## config.mk

```make
export PLATFORM = sky130hd
export DESIGN_NAME = pwm_uart_multi
export DESIGN_NICKNAME = d
export VERILOG_FILES = /design/src/rtl/pwm_uart_multi.sv
export SDC_FILE = /design/constraint.sdc
export NUM_CORES = 1
export LEC_CHECK = 0
export CAP_MARGIN = 20
export CORE_MARGIN = 5
export CORE_UTILIZATION = 30
export CTS_CLUSTER_SIZE = 28
export DETAILED_ROUTE_END_ITERATION = 12
export GPL_TIMING_DRIVEN = 0
export MAX_ROUTING_LAYER = met4
export PLACE_DENSITY_LB_ADDON = 0.12
export SYNTH_ARGS = -nofsm -noshare
export SYNTH_HDL_FRONTEND = slang
export SYNTH_SLANG_ARGS = --single-unit
```

## constraint.sdc

```tcl
create_clock -name clk -period 3.25 [get_ports clk]
set_input_delay 0.65 -clock clk [delete_from_list [all_inputs] [get_ports clk]]
set_output_delay 0.65 -clock clk [all_outputs]
set_load 0.01 [all_outputs]
```

## src/rtl/pwm_uart_multi.sv

```systemverilog
// Multi-channel PWM dimmer driven by up/down buttons and UART level commands, with per-channel status reports.
// Build option: define PWM_UART_RAMP_EN to ramp current toward target one level per STEP_TICKS cycles.
module pwm_uart_multi #(
  parameter int CHANNELS   = 2,
  parameter int LEVEL_W    = 3,
  parameter int PWM_PERIOD = 27000,
  parameter int STEP_TICKS = 2700000
) (
  input  logic                clk,
  input  logic                rst,
  input  logic [CHANNELS-1:0] up,
  input  logic [CHANNELS-1:0] down,
  input  logic [7:0]          cmd_byte,
  input  logic                cmd_valid,
  output logic                cmd_ready,
  output logic [7:0]          status_byte,
  output logic                status_valid,
  input  logic                status_ready,
  output logic                cmd_error,
  output logic [CHANNELS-1:0] pwm
);
  // The command and status bytes carry a 3-bit level field, so LEVEL_W is at most 3.
  localparam logic [LEVEL_W-1:0] MAXL     = '1;
  localparam int                 UNIT     = PWM_PERIOD / ((1 << LEVEL_W) - 1);
  localparam int                 DW       = $clog2(PWM_PERIOD + 1);
  localparam logic [DW-1:0]      PWM_LAST = DW'(PWM_PERIOD - 1);
  localparam logic [4:0]         CH_LIM   = 5'(CHANNELS);

  logic [LEVEL_W-1:0]  target   [CHANNELS];
  logic [LEVEL_W-1:0]  current  [CHANNELS];
  logic [LEVEL_W-1:0]  duty_lvl [CHANNELS];
  logic [DW-1:0]       duty     [CHANNELS];
  logic [CHANNELS-1:0] pending;
  logic [CHANNELS-1:0] pend_set;
  logic [CHANNELS-1:0] pend_clr;
  logic [DW-1:0]       pwm_cnt;
  logic                pwm_wrap;

  logic [3:0]          cmd_ch;
  logic [LEVEL_W-1:0]  cmd_lvl;
  logic                cmd_take;
  logic                cmd_good;

  logic                rpt_hit;
  logic [3:0]          rpt_ch;
  logic [LEVEL_W-1:0]  rpt_lvl;
  logic [2:0]          rpt_lvl3;

  assign cmd_ch    = cmd_byte[7:4];
  assign cmd_lvl   = cmd_byte[LEVEL_W-1:0];
  assign cmd_ready = ~(|pending) | ~status_valid;
  assign cmd_take  = cmd_valid & cmd_ready;
  assign cmd_good  = cmd_take & ~cmd_byte[3] & ({1'b0, cmd_ch} < CH_LIM);
  assign pwm_wrap  = (pwm_cnt == PWM_LAST);

  // Descending scan so the lowest eligible channel is the one left selected.
  always_comb begin
    rpt_hit  = 1'b0;
    rpt_ch   = '0;
    rpt_lvl  = '0;
    for (int i = CHANNELS - 1; i >= 0; i--) begin
      if (pending[i] && (current[i] == target[i])) begin
        rpt_hit = 1'b1;
        rpt_ch  = 4'(i);
        rpt_lvl = current[i];
      end
    end
    rpt_lvl3 = '0;
    rpt_lvl3[LEVEL_W-1:0] = rpt_lvl;
    pend_set = '0;
    pend_clr = '0;
    for (int i = 0; i < CHANNELS; i++) begin
      pend_set[i] = cmd_good && (cmd_ch == 4'(i));
      pend_clr[i] = !status_valid && rpt_hit && (rpt_ch == 4'(i));
    end
  end

`ifdef PWM_UART_RAMP_EN
  localparam int            TW        = (STEP_TICKS > 1) ? $clog2(STEP_TICKS) : 1;
  localparam logic [TW-1:0] TICK_LAST = TW'(STEP_TICKS - 1);
  logic [TW-1:0] tick_cnt;
  logic          step_now;

  assign step_now = (tick_cnt == TICK_LAST);

  always_ff @(posedge clk) begin
    if (rst) begin
      tick_cnt <= '0;
    end else if (step_now) begin
      tick_cnt <= '0;
    end else begin
      tick_cnt <= tick_cnt + TW'(1);
    end
  end
`endif

  always_ff @(posedge clk) begin
    if (rst) begin
      pwm_cnt <= '0;
    end else if (pwm_wrap) begin
      pwm_cnt <= '0;
    end else begin
      pwm_cnt <= pwm_cnt + DW'(1);
    end
  end

  always_ff @(posedge clk) begin
    if (rst) begin
      for (int i = 0; i < CHANNELS; i++) begin
        target[i]   <= '0;
        current[i]  <= '0;
        duty_lvl[i] <= '0;
        duty[i]     <= '0;
      end
      pending <= '0;
    end else begin
      for (int i = 0; i < CHANNELS; i++) begin
        // A command to this channel overrides any button press in the same cycle.
        if (cmd_good && (cmd_ch == 4'(i))) begin
          target[i] <= cmd_lvl;
        end else if (up[i] && !down[i]) begin
          if (target[i] != MAXL) target[i] <= target[i] + LEVEL_W'(1);
        end else if (down[i] && !up[i]) begin
          if (target[i] != '0) target[i] <= target[i] - LEVEL_W'(1);
        end
`ifdef PWM_UART_RAMP_EN
        if (step_now && (current[i] != target[i])) begin
          current[i] <= (current[i] < target[i]) ? current[i] + LEVEL_W'(1)
                                                 : current[i] - LEVEL_W'(1);
        end
`else
        current[i] <= target[i];
`endif
        // Duty only changes at the period boundary so no output pulse is ever clipped.
        if (pwm_wrap) begin
          duty_lvl[i] <= current[i];
          duty[i]     <= DW'(UNIT) * DW'(current[i]);
        end
      end
      pending <= (pending & ~pend_clr) | pend_set;
    end
  end

  always_ff @(posedge clk) begin
    if (rst) begin
      status_valid <= 1'b0;
      status_byte  <= '0;
      cmd_error    <= 1'b0;
    end else begin
      cmd_error <= cmd_take & ~cmd_good;
      if (!status_valid) begin
        if (rpt_hit) begin
          status_valid <= 1'b1;
          status_byte  <= {rpt_ch, 1'b1, rpt_lvl3};
        end
      end else if (status_ready) begin
        status_valid <= 1'b0;
      end
    end
  end

  // Full scale is forced high even when PWM_PERIOD is not a multiple of MAXL.
  always_comb begin
    pwm = '0;
    for (int i = 0; i < CHANNELS; i++) begin
      pwm[i] = (duty_lvl[i] == MAXL) | ((duty_lvl[i] != '0) & (pwm_cnt < duty[i]));
    end
  end

endmodule

```

======== Yosys cells after proc, flatten, opt, wreduce, memory -nomap -nowiden ========
Memory sizes are Yosys's and may differ from the RTL's.
Index checks and enable logic that the tools add are counted.
word-level totals
  RAM bits ................................ 48
  input bits .............................. 16
  register bits ........................... 27
  word-level logic and storage cells ...... 136
  memories kept ........................... 4
  output and inout bits ................... 13
memory list
  memory    depth  bits a word  rd ports  clocked after memory_dff  wr ports  RTL line  source
  duty      2      15           2         0                         2         32        logic [DW-1:0] duty [CHANNELS];
  current   2      3            2         0                         2         30        logic [LEVEL_W-1:0] current [CHANNELS];
  duty_lvl  2      3            2         0                         2         31        logic [LEVEL_W-1:0] duty_lvl [CHANNELS];
  target    2      3            2         0                         2         29        logic [LEVEL_W-1:0] target [CHANNELS];
operators by class
  $mul .................................... 2
  bitwise operators ....................... 28
  eq/ne operators ......................... 9
  mux-type cells .......................... 55
  order comparisons ....................... 3
  add/sub/neg operators ................... 5
  reduce and logical (&&, ||, !) cells .... 25
operators with widths
  kind                   number
  $mux 1                 40
  $mux 3                 12
  $lt 15x15->1           2
  $mul 12x3->15 const A  2
  $mux 15                2
  $add 15x1->15 const B  1
  $eq 15x15->1 const B   1
  $or 1x1->1             15
  $reduce_bool 3->1      4
  $logic_and 1x1->1      11
  $eq 4x1->1 const B     2
  $logic_not 4->1        2
  $add 3x1->3 const B    2
  $and 1x1->1            6
  $eq 3x3->1             2
  $eq 3x3->1 const B     2
  $ne 3x3->1 const B     2
  $sub 3x1->3 const B    2
  $logic_not 1->1        5
  $lt 4x2->1 const B     1
  $mux 4                 1
  $not 1->1              4
  $reduce_or 2->1        2
  $and 2x2->2            1
  3 further kinds        3

======== Logic depth before layout (Yosys ltp) ========
Gate-level depths: netlist of run 1.
  depth after elaboration ................. 13
  gate-level depth with buffers ........... 9
  depth with buffers taken out ............ 8

======== Worst setup path after synthesis of run 1 ========
OpenSTA, ideal clock, no wires.
  kind .................................... register to register
  from .................................... register status_valid
  to ...................................... memory target[1][2], data pin
  slack ................................... 912 ps
  required time ........................... 2,989 ps
  period minus slack after synthesis ...... 2,338 ps
  stages on the path, launching flop included .. 10
  arrival ................................. 2,077 ps
  path buffers ............................ 1
  library setup time ...................... 261 ps
  path through ............................ dfxtp_1 > clkbuf_1 > o21ai_1 > and3_1 > a21oi_1 > nand2_1 > fa_1 > xnor2_1 > xnor2_1 > mux2i_1
RTL lines
  element                 RTL line  source
  start, declared         17        output logic status_valid,
  start signal, assigned  146       status_valid <= 1'b0;
  start signal, assigned  153       status_valid <= 1'b1;
  start signal, assigned  157       status_valid <= 1'b0;
  end, declared           29

==> reports/summary.json, run 1 <==
{
  "clocking": {
    "post_cts_resized": 2,
    "cts_made_buffers": 5,
    "cts.root.buffer_cell": "clkbuf_16",
    "clock_insertion_delay_worst_skew_ns": 0.30,
    "clock_transition_at_the_registers_of_the_reported_paths_ns": 0.07,
    "cts_hold_buf": 0,
    "clockBufferDepth": 2,
    "post-cts-setup-buffers": 0,
    "tritoncts": "built",
    "numClockSinks": 54,
    "h-tree-depth": 2
  },
  "floorplanning": {
    "io-pin-count": 29,
    "floorplan.initialDensity_pct": 30.30,
    "floorplan.core_area_mm2": 0.01127,
    "placement_rows": 39,
    "floorplan.die.height_um": 116.7,
    "dieArea_mm2": 0.01362,
    "die_width_um": 116.7
  },
  "cells_and_area": {
    "fillCellCount": 1156,
    "num-nets-final": 460,
    "num_antenna_cells": 0,
    "final_common_cell": "nor2_1",
    "layout.cells.most_common_list": "nor2_1, inv_1, ha_1, dfxtp_1, edfxtp_1",
    "layout-drive-gt1-share_pct": 4.282,
    "area_growth_syn_to_fin_pct": 16.56
  },
  "placement": {
    "dp_worst_setup_slack_ns": 0.2188,
    "dp.final_hpwl_mm": 5.794,
    "buffer_ports.inserted": 24,
    "gp_routability_congestion": 0.8189
  },
  "power_and_ir_drop": {
    "power_density_mw_per_mm2": 383.8,
    "report.power.total_mw": 1.528,
    "power_leakage_nw": 1.698,
    "max-vdd-ir-drop_mv": 0.1676
  },
  "synth": {
    "synth_top_area_cell": "edfxtp_1",
    "synth_cell_types": 44,
    "area_share_of_the_leading_cell_type_in_the_synthesized_netlist_pct": 21.10,
    "synth_seq_cells": 54,
    "synthTopCellsByArea": "edfxtp_1, dfxtp_1, ha_1",
    "gate_count_after_technology_mapping": 363,
    "synth_seq_area_share_pct": 38.68,
    "yosysWarningCount": 0,
    "postSynthAreaPerCell_um2": 9.410,
    "synth.cell_area_mm2": 0.003416
  },
  "critical_path": {
    "cp.arrival_ns": 2.36,
    "cp.required_ns": 2.60,
    "rr_endpoint": "duty[0][21]",
    "worst-setup-path-type": "flop to output pin",
    "ff2ff_path_depth": 5,
    "start_kind": "flop",
    "crit_path_max_fanout": 3,
    "reg2reg_from": "pwm_cnt[2]",
    "cp_endpoint_kind": "output pin",
    "reg_to_reg_setup_timing_slack_ns": 0.55
  },
  "worst_hold_path": {
    "worstHoldPathType": "flop to flop",
    "min_delay_path_depth": 1,
    "critical_hold_path_startpoint": "status_byte[1]",
    "holdPathEnd": "status_byte[1]"
  },
  "sta": {
    "finish_stage_setup_viols": 0,
    "final.period_utilization_pct": 92.68,
    "report.final.hold_viol_count": 0,
    "grt_setup_unrepaired": "no",
    "timing_worst_slew_pin_value_ns": 0.7033,
    "timing_max_transition_violations_final": 0,
    "final.setup_skew_ns": 0.008897,
    "fin_tns_setup_ns": 0,
    "period_minus_slack_ns": 3.012,
    "achievable-frequency_ghz": 0.3320,
    "final_critical_path_setup_slack_ns": 0.2381,
    "slew-limit-headroom_pct": 52.68
  },
  "detailed_routing": {
    "drt.antenna.violating_nets": 0,
    "final_routed_drc_violation_total": 0,
    "drt_total_wl_mm": 7.310,
    "num_vias": 2521,
    "drt-pass1-iter-count": 4,
    "drt_first_iter_violations": 118,
    "avgViaCountPerCell": 4.669,
    "routedWlPerCell_um": 13.54
  },
  "global_route": {
    "first_global_vias": 2563,
    "grt_pass1_wl_mm": 12.52,
    "antenna_found_initial": 0,
    "groute.usage.overall_pct": 12.22,
    "grt_remaining_overflow": 0,
    "pin_count_of_the_biggest_net_entering_global_routing": 28
  },
  "outcome": {
    "run_status": "finished, final reports clean"
  },
  "flow_run": {
    "cap_viol_max_count": 0
  }
}
[sequential cells by signal, indices dropped and copies added, names as in the netlist]
name,flops
cmd_error,1
current,6
duty,13
duty_lvl,5
pending,2
pwm_cnt,15
status_byte,5
status_valid,1
target,6
[worst max path at each step]
stage                         from      endpoint
global placement    duty_lvl[0][1]        pwm[0]
floorplan             status_valid  target[1][2]
detailed placement     cmd_byte[3]  target[1][2]
finish              duty_lvl[0][1]        pwm[0]
global route            pwm_cnt[5]        pwm[0]
CTS                 duty_lvl[0][1]        pwm[0]
[synth_stat cells, drive strengths merged]
cell type and instances:
clkbuf 3, nor2b 7, or3 2, a221o 2
a21oi 20, or4 1, nand4 8, o311a 1
xor2 9, nor3 7, nor3b 1, conb 1
a41oi 1, nand3 7, a31oi 7, or2 1
mux2i 3, o21ai 10, inv 42, and3 3
nor4 1, nand2 23, nand2b 5, ha 41
dfxtp 30, and2 6, a21bo 1, o31ai 1
a32oi 2, a21o 10, a211o 2, nor2 46
a22o 4, buf 6, nor4b 1, edfxtp 24
nor4bb 1, fa 7, a211oi 2, xnor2 14
[cells by family after synthesis]
logic type / share of synthesized area, %
simple gates: 16.85
compound gates: 12.23
flops: 38.68
buf+inv: 6.227
fa+ha+maj: 19.12
xor+xnor: 5.898
mux: 0.8792
other cells: 0.1098
[critical path, stage by stage, from the launching register on]
cell	delay (ns)
edfxtp_1	0.42
inv_1	0.13
ha_1	0.25
a21o_1	0.18
a211oi_1	0.23
o21ai_0	0.11
a221o_1	0.30
a21oi_1	0.16
dlygate4sd2_1	0.29
[layout make-up]
cell class | count | area [um^2] | area share (%)
buffer | 9 | 55.05 | 1.383
multi-input combinational | 260 | 1889 | 47.45
clock inverter | 3 | 16.27 | 0.4085
sequential | 54 | 1321 | 33.19
inverter | 42 | 157.7 | 3.960
timing repair buffer | 24 | 237.7 | 5.971
tap | 143 | 178.9 | 4.494
clock buffer | 5 | 125.1 | 3.143
[per-layer routing]
metal,track usage [%],wire length (um),vias to the layer above
met4,4.893,173,0
met2,19.72,3475,37
li1,-,-,1317
met5,-,0,-
met3,2.642,228,13
met1,14.86,3432,1154
[metrics by stage]
stage          hold slack (ns)  std cells  instance area (um^2)  util, %
5_1_grt                 0.4913        540                  3981    35.32
3_5_place_dp            0.4471        532                  3842    34.09
3_3_place_gp            0.4390        532                  3842    34.09
4_1_cts                 0.4639        540                  3981    35.32
2_1_floorplan           0.4431        365                  3423        -
6_report                0.4586        540                  3981    35.32
[report_power, final]
| group | switching [mW] | internal [mW] | leakage (nW) |
|---|---|---|---|
| registers | 0.0406 | 0.740 | 0.494 |
| logic | 0.115 | 0.106 | 1.14 |
| clock network | 0.244 | 0.282 | 0.0689 |
(Power assumes the default switching activity.)
==> run 2, diff against run 1 <==
- CORE_MARGIN: 5 -> 2
==> reports/summary.json, run 2 (synthesis gave the netlist of run 1 again) <==
{
  "outcome": {
    "run_status": "finished, final reports clean"
  },
  "floorplanning": {
    "dieArea": {"value": 0.01226, "unit": "mm^2", "change": "-10%"},
    "die_width": {"value": 110.7, "unit": "um", "change": "-5.1%"},
    "io-pin-count": {"value": 29, "change": "unchanged"},
    "floorplan.die.height": {"value": 110.7, "unit": "um", "change": "-5.1%"},
    "floorplan.initialDensity": {"value": 31.10, "unit": "%", "change": "+0.80 points"},
    "floorplan.core_area": {"value": 0.01098, "unit": "mm^2", "change": "-2.6%"},
    "placement_rows": {"value": 38, "change": "-2.6%"}
  },
  "power_and_ir_drop": {
    "power_density": {"value": 388.7, "unit": "mW/mm^2", "change": "+1.3%"},
    "p_sw_share": {"value": 25.80, "unit": "%", "change": "-0.35 points"},
    "total_switching_power": {"value": 400.7, "unit": "uW", "change": "+0.28%"},
    "internal-power": {"value": 1.152, "unit": "mW", "change": "+2.1%"},
    "combinationalPowerShare": {"value": 14.3, "unit": "%", "change": "-0.2 points"},
    "power_leakage": {"value": 1.708, "unit": "nW", "change": "+0.54%"},
    "report.power.total": {"value": 1.553, "unit": "mW", "change": "+1.6%"},
    "pwr-share-seq": {"value": 50.2, "unit": "%", "change": "-0.9 points"},
    "clock_power_share": {"value": 35.5, "unit": "%", "change": "+1.1 points"},
    "max-vdd-ir-drop": {"value": 0.1589, "unit": "mV", "change": "-5.2%"}
  },
  "detailed_routing": {
    "routedWlPerCell": {"value": 13.44, "unit": "um", "change": "-0.73%"},
    "avgViaCountPerCell": {"value": 4.647, "change": "-0.46%"},
    "num_vias": {"value": 2500, "change": "-0.83%"},
    "drt-pass1-iter-count": {"value": 4, "change": "unchanged"},
    "drt_total_wl": {"value": 7.230, "unit": "mm", "change": "-1.1%"},
    "drt_first_iter_violations": {"value": 95, "change": "-19%"},
    "final_routed_drc_violation_total": {"value": 0, "change": "unchanged"},
    "drt.antenna.violating_nets": {"value": 0, "change": "unchanged"}
  },
  "critical_path": {
    "start_kind": "flop",
    "crit_path_max_fanout": {"value": 6, "change": "+3"},
    "ff2ff_path_depth": {"value": 5, "change": "unchanged"},
    "timing.critical_path.slowest_stage_cell": "dfxtp_1",
    "worst-setup-path-type": "flop to output pin",
    "cp_endpoint_kind": "output pin",
    "cp.buffers_inverters": {"value": 1, "change": "-1"},
    "critical-path-top-delay-family": "compound AO/OA/AOI/OAI gates",
    "cp.arrival": {"value": 2.32, "unit": "ns", "change": "-0.04 ns"},
    "reg2reg_from": "pwm_cnt[2]",
    "cp.required": {"value": 2.60, "unit": "ns", "change": "about the same"},
    "reg_to_reg_setup_timing_slack": {"value": 0.56, "unit": "ns", "change": "about the same"},
    "worst_path_largest_cell_delay": {"value": 0.48, "unit": "ns", "change": "+0.06 ns"},
    "rr_endpoint": "duty[0][10]",
    "critical_path.cell_chain": "ha_1 -> a21o_1 -> a211oi_1 -> o21ai_0 -> a221o_1 -> a21oi_1 -> dlygate4sd2_1"
  },
  "sta": {
    "finish_stage_setup_viols": {"value": 0, "change": "unchanged"},
    "fin_tns_setup": {"value": 0, "unit": "ns", "change": "unchanged"},
    "period_minus_slack": {"value": 2.965, "unit": "ns", "change": "-0.04673 ns"},
    "achievable-frequency": {"value": 0.3372, "unit": "GHz", "change": "+1.6%"},
    "slew-limit-headroom": {"value": 53.87, "unit": "%", "change": "+1.2 points"},
    "timing_max_transition_violations_final": {"value": 0, "change": "unchanged"},
    "final_critical_path_setup_slack": {"value": 0.2848, "unit": "ns", "change": "+0.04673 ns"},
    "finalHoldWorstSlack": {"value": 0.4492, "unit": "ns", "change": "-0.009421 ns"},
    "timing_worst_slew_pin_value": {"value": 0.6856, "unit": "ns", "change": "-0.01773 ns"},
    "report.final.hold_viol_count": {"value": 0, "change": "unchanged"},
    "grt_setup_unrepaired": "no",
    "final.setup_skew": {"value": 0.009620, "unit": "ns", "change": "+0.0007236 ns"},
    "final.period_utilization": {"value": 91.24, "unit": "%", "change": "-1.4 points"}
  },
  "cells_and_area": {
    "area_growth_syn_to_fin_pct": 16.96,
    "max_ffs_per_register": {"value": 15, "change": "unchanged"},
    "fillCellCount": {"value": 1137, "change": "-1.6%"},
    "layout-drive-gt1-share": {"value": 5.025, "unit": "%", "change": "+0.74 points"},
    "layout_top_registers": "pwm_cnt x15, duty x13",
    "num-nets-final": {"value": 461, "change": "+0.22%"},
    "postLayoutCoreUtil": {"value": 36.38, "unit": "%", "change": "+1.1 points"},
    "num_antenna_cells": {"value": 0, "change": "unchanged"},
    "final_common_cell": "nor2_1",
    "layout.cells.most_common_list": "nor2_1, inv_1, ha_1, dfxtp_1, edfxtp_1",
    "top_register_by_number_of_flip_flops": "pwm_cnt"
  },
  "flow_run": {
    "cap_viol_max_count": {"value": 0, "change": "unchanged"}
  },
  "placement": {
    "gp_routability_congestion": {"value": 0.8307, "change": "+1.4%"},
    "dp_worst_setup_slack": {"value": 0.2471, "unit": "ns", "change": "+0.02825 ns"},
    "buffer_ports.inserted": {"value": 24, "change": "unchanged"},
    "dp.final_hpwl": {"value": 5.716, "unit": "mm", "change": "-1.3%"}
  },
  "clocking": {
    "clock_insertion_delay_worst_skew": {"value": 0.29, "unit": "ns", "change": "about the same"},
    "numClockSinks": {"value": 54, "change": "unchanged"},
    "cts_made_buffers": {"value": 5, "change": "unchanged"},
    "clock_transition_at_the_registers_of_the_reported_paths": {"value": 0.07, "unit": "ns", "change": "about the same"},
    "cts.root.buffer_cell": "clkbuf_16",
    "clockBufferDepth": {"value": 2, "change": "unchanged"},
    "h-tree-depth": {"value": 2, "change": "unchanged"},
    "cts_hold_buf": {"value": 0, "change": "unchanged"},
    "tritoncts": "built"
  },
  "worst_hold_path": {
    "worstHoldPathType": "flop to flop",
    "min_delay_path_depth": {"value": 1, "change": "unchanged"},
    "critical_hold_path_startpoint": "status_byte[1]",
    "holdPathEnd": "status_byte[1]"
  },
  "global_route": {
    "antenna_found_initial": {"value": 0, "change": "unchanged"},
    "grt_pass1_wl": {"value": 12.43, "unit": "mm", "change": "-0.72%"},
    "grt_remaining_overflow": {"value": 0, "change": "unchanged"},
    "first_global_vias": {"value": 2570, "change": "+0.27%"},
    "pin_count_of_the_biggest_net_entering_global_routing": {"value": 28, "change": "unchanged"},
    "groute.usage.overall": {"value": 12.82, "unit": "%", "change": "+0.61 points"}
  }
}
run 2: repair_timing:
item	4_1_cts	5_1_grt
hold endpoints to repair	0	0
buffers inserted	1	0
gates resized for setup	2	0
setup endpoints to repair	2	0
run 2: worst max-delay path by stage:
| stage | from | end | slack [ns] | cells after the start |
|---|---|---|---|---|
| 2_1_floorplan | status_valid | target[1][2] | 0.91 | 9 |
| 6_report | pwm_cnt[5] | pwm[1] | 0.28 | 7 |
| 3_5_place_dp | cmd_byte[3] | target[1][2] | 0.25 | 9 |
| 3_3_place_gp | cmd_byte[3] | target[1][2] | 0.25 | 9 |
| 4_1_cts | duty_lvl[0][4] | pwm[1] | 0.24 | 8 |
| 5_1_grt | duty_lvl[0][1] | pwm[0] | 0.11 | 8 |
run 2: worst register-to-register path, cell delays in order (launching register included):
cell and delay [ns]:
dfxtp_1 0.50, nor4bb_1 0.34, nand4_1 0.13, or4_4 0.56, nand2b_1 0.24, buf_2 0.54
run 2: cell type report:
cell class / count / area, um^2 / area share (%)
Multi-Input combinational cell: 260 / 1889 / 47.29
Clock inverter: 2 / 12.51 / 0.3132
Timing Repair Buffer: 25 / 245.2 / 6.138
Inverter: 42 / 157.7 / 3.946
Sequential cell: 54 / 1321 / 33.07
Tap cell: 140 / 175.2 / 4.385
Buffer: 9 / 55.05 / 1.378
Clock buffer: 6 / 138.9 / 3.476
run 2: stage by stage:
stage | instance area (um^2) | instances
after CTS | 3995 | 538
after detailed placement | 3839 | 529
after global placement | 3839 | 529
final | 3995 | 538
after floorplan | 3423 | 365
after global routing | 3995 | 538
run 2: power groups by stage:
stage / logic, mW / clock network (mW) / registers (mW)
6_report: 0.223 / 0.551 / 0.780
5_1_grt: 0.260 / 0.599 / 0.787
4_1_cts: 0.227 / 0.569 / 0.782
3_5_place_dp: 0.225 / 0 / 0.798
3_3_place_gp: 0.222 / 0 / 0.798
2_1_floorplan: 0.162 / 0 / 0.783
run 2: layer usage:
metal / vias to the layer above / global-route usage, % / share of wire, %
met5: - / - / 0
met4: 0 / 2.750 / 0.73
met3: 5 / 2.406 / 4.0
met2: 47 / 21.76 / 49
met1: 1145 / 15.99 / 46
li1: 1303 / - / -
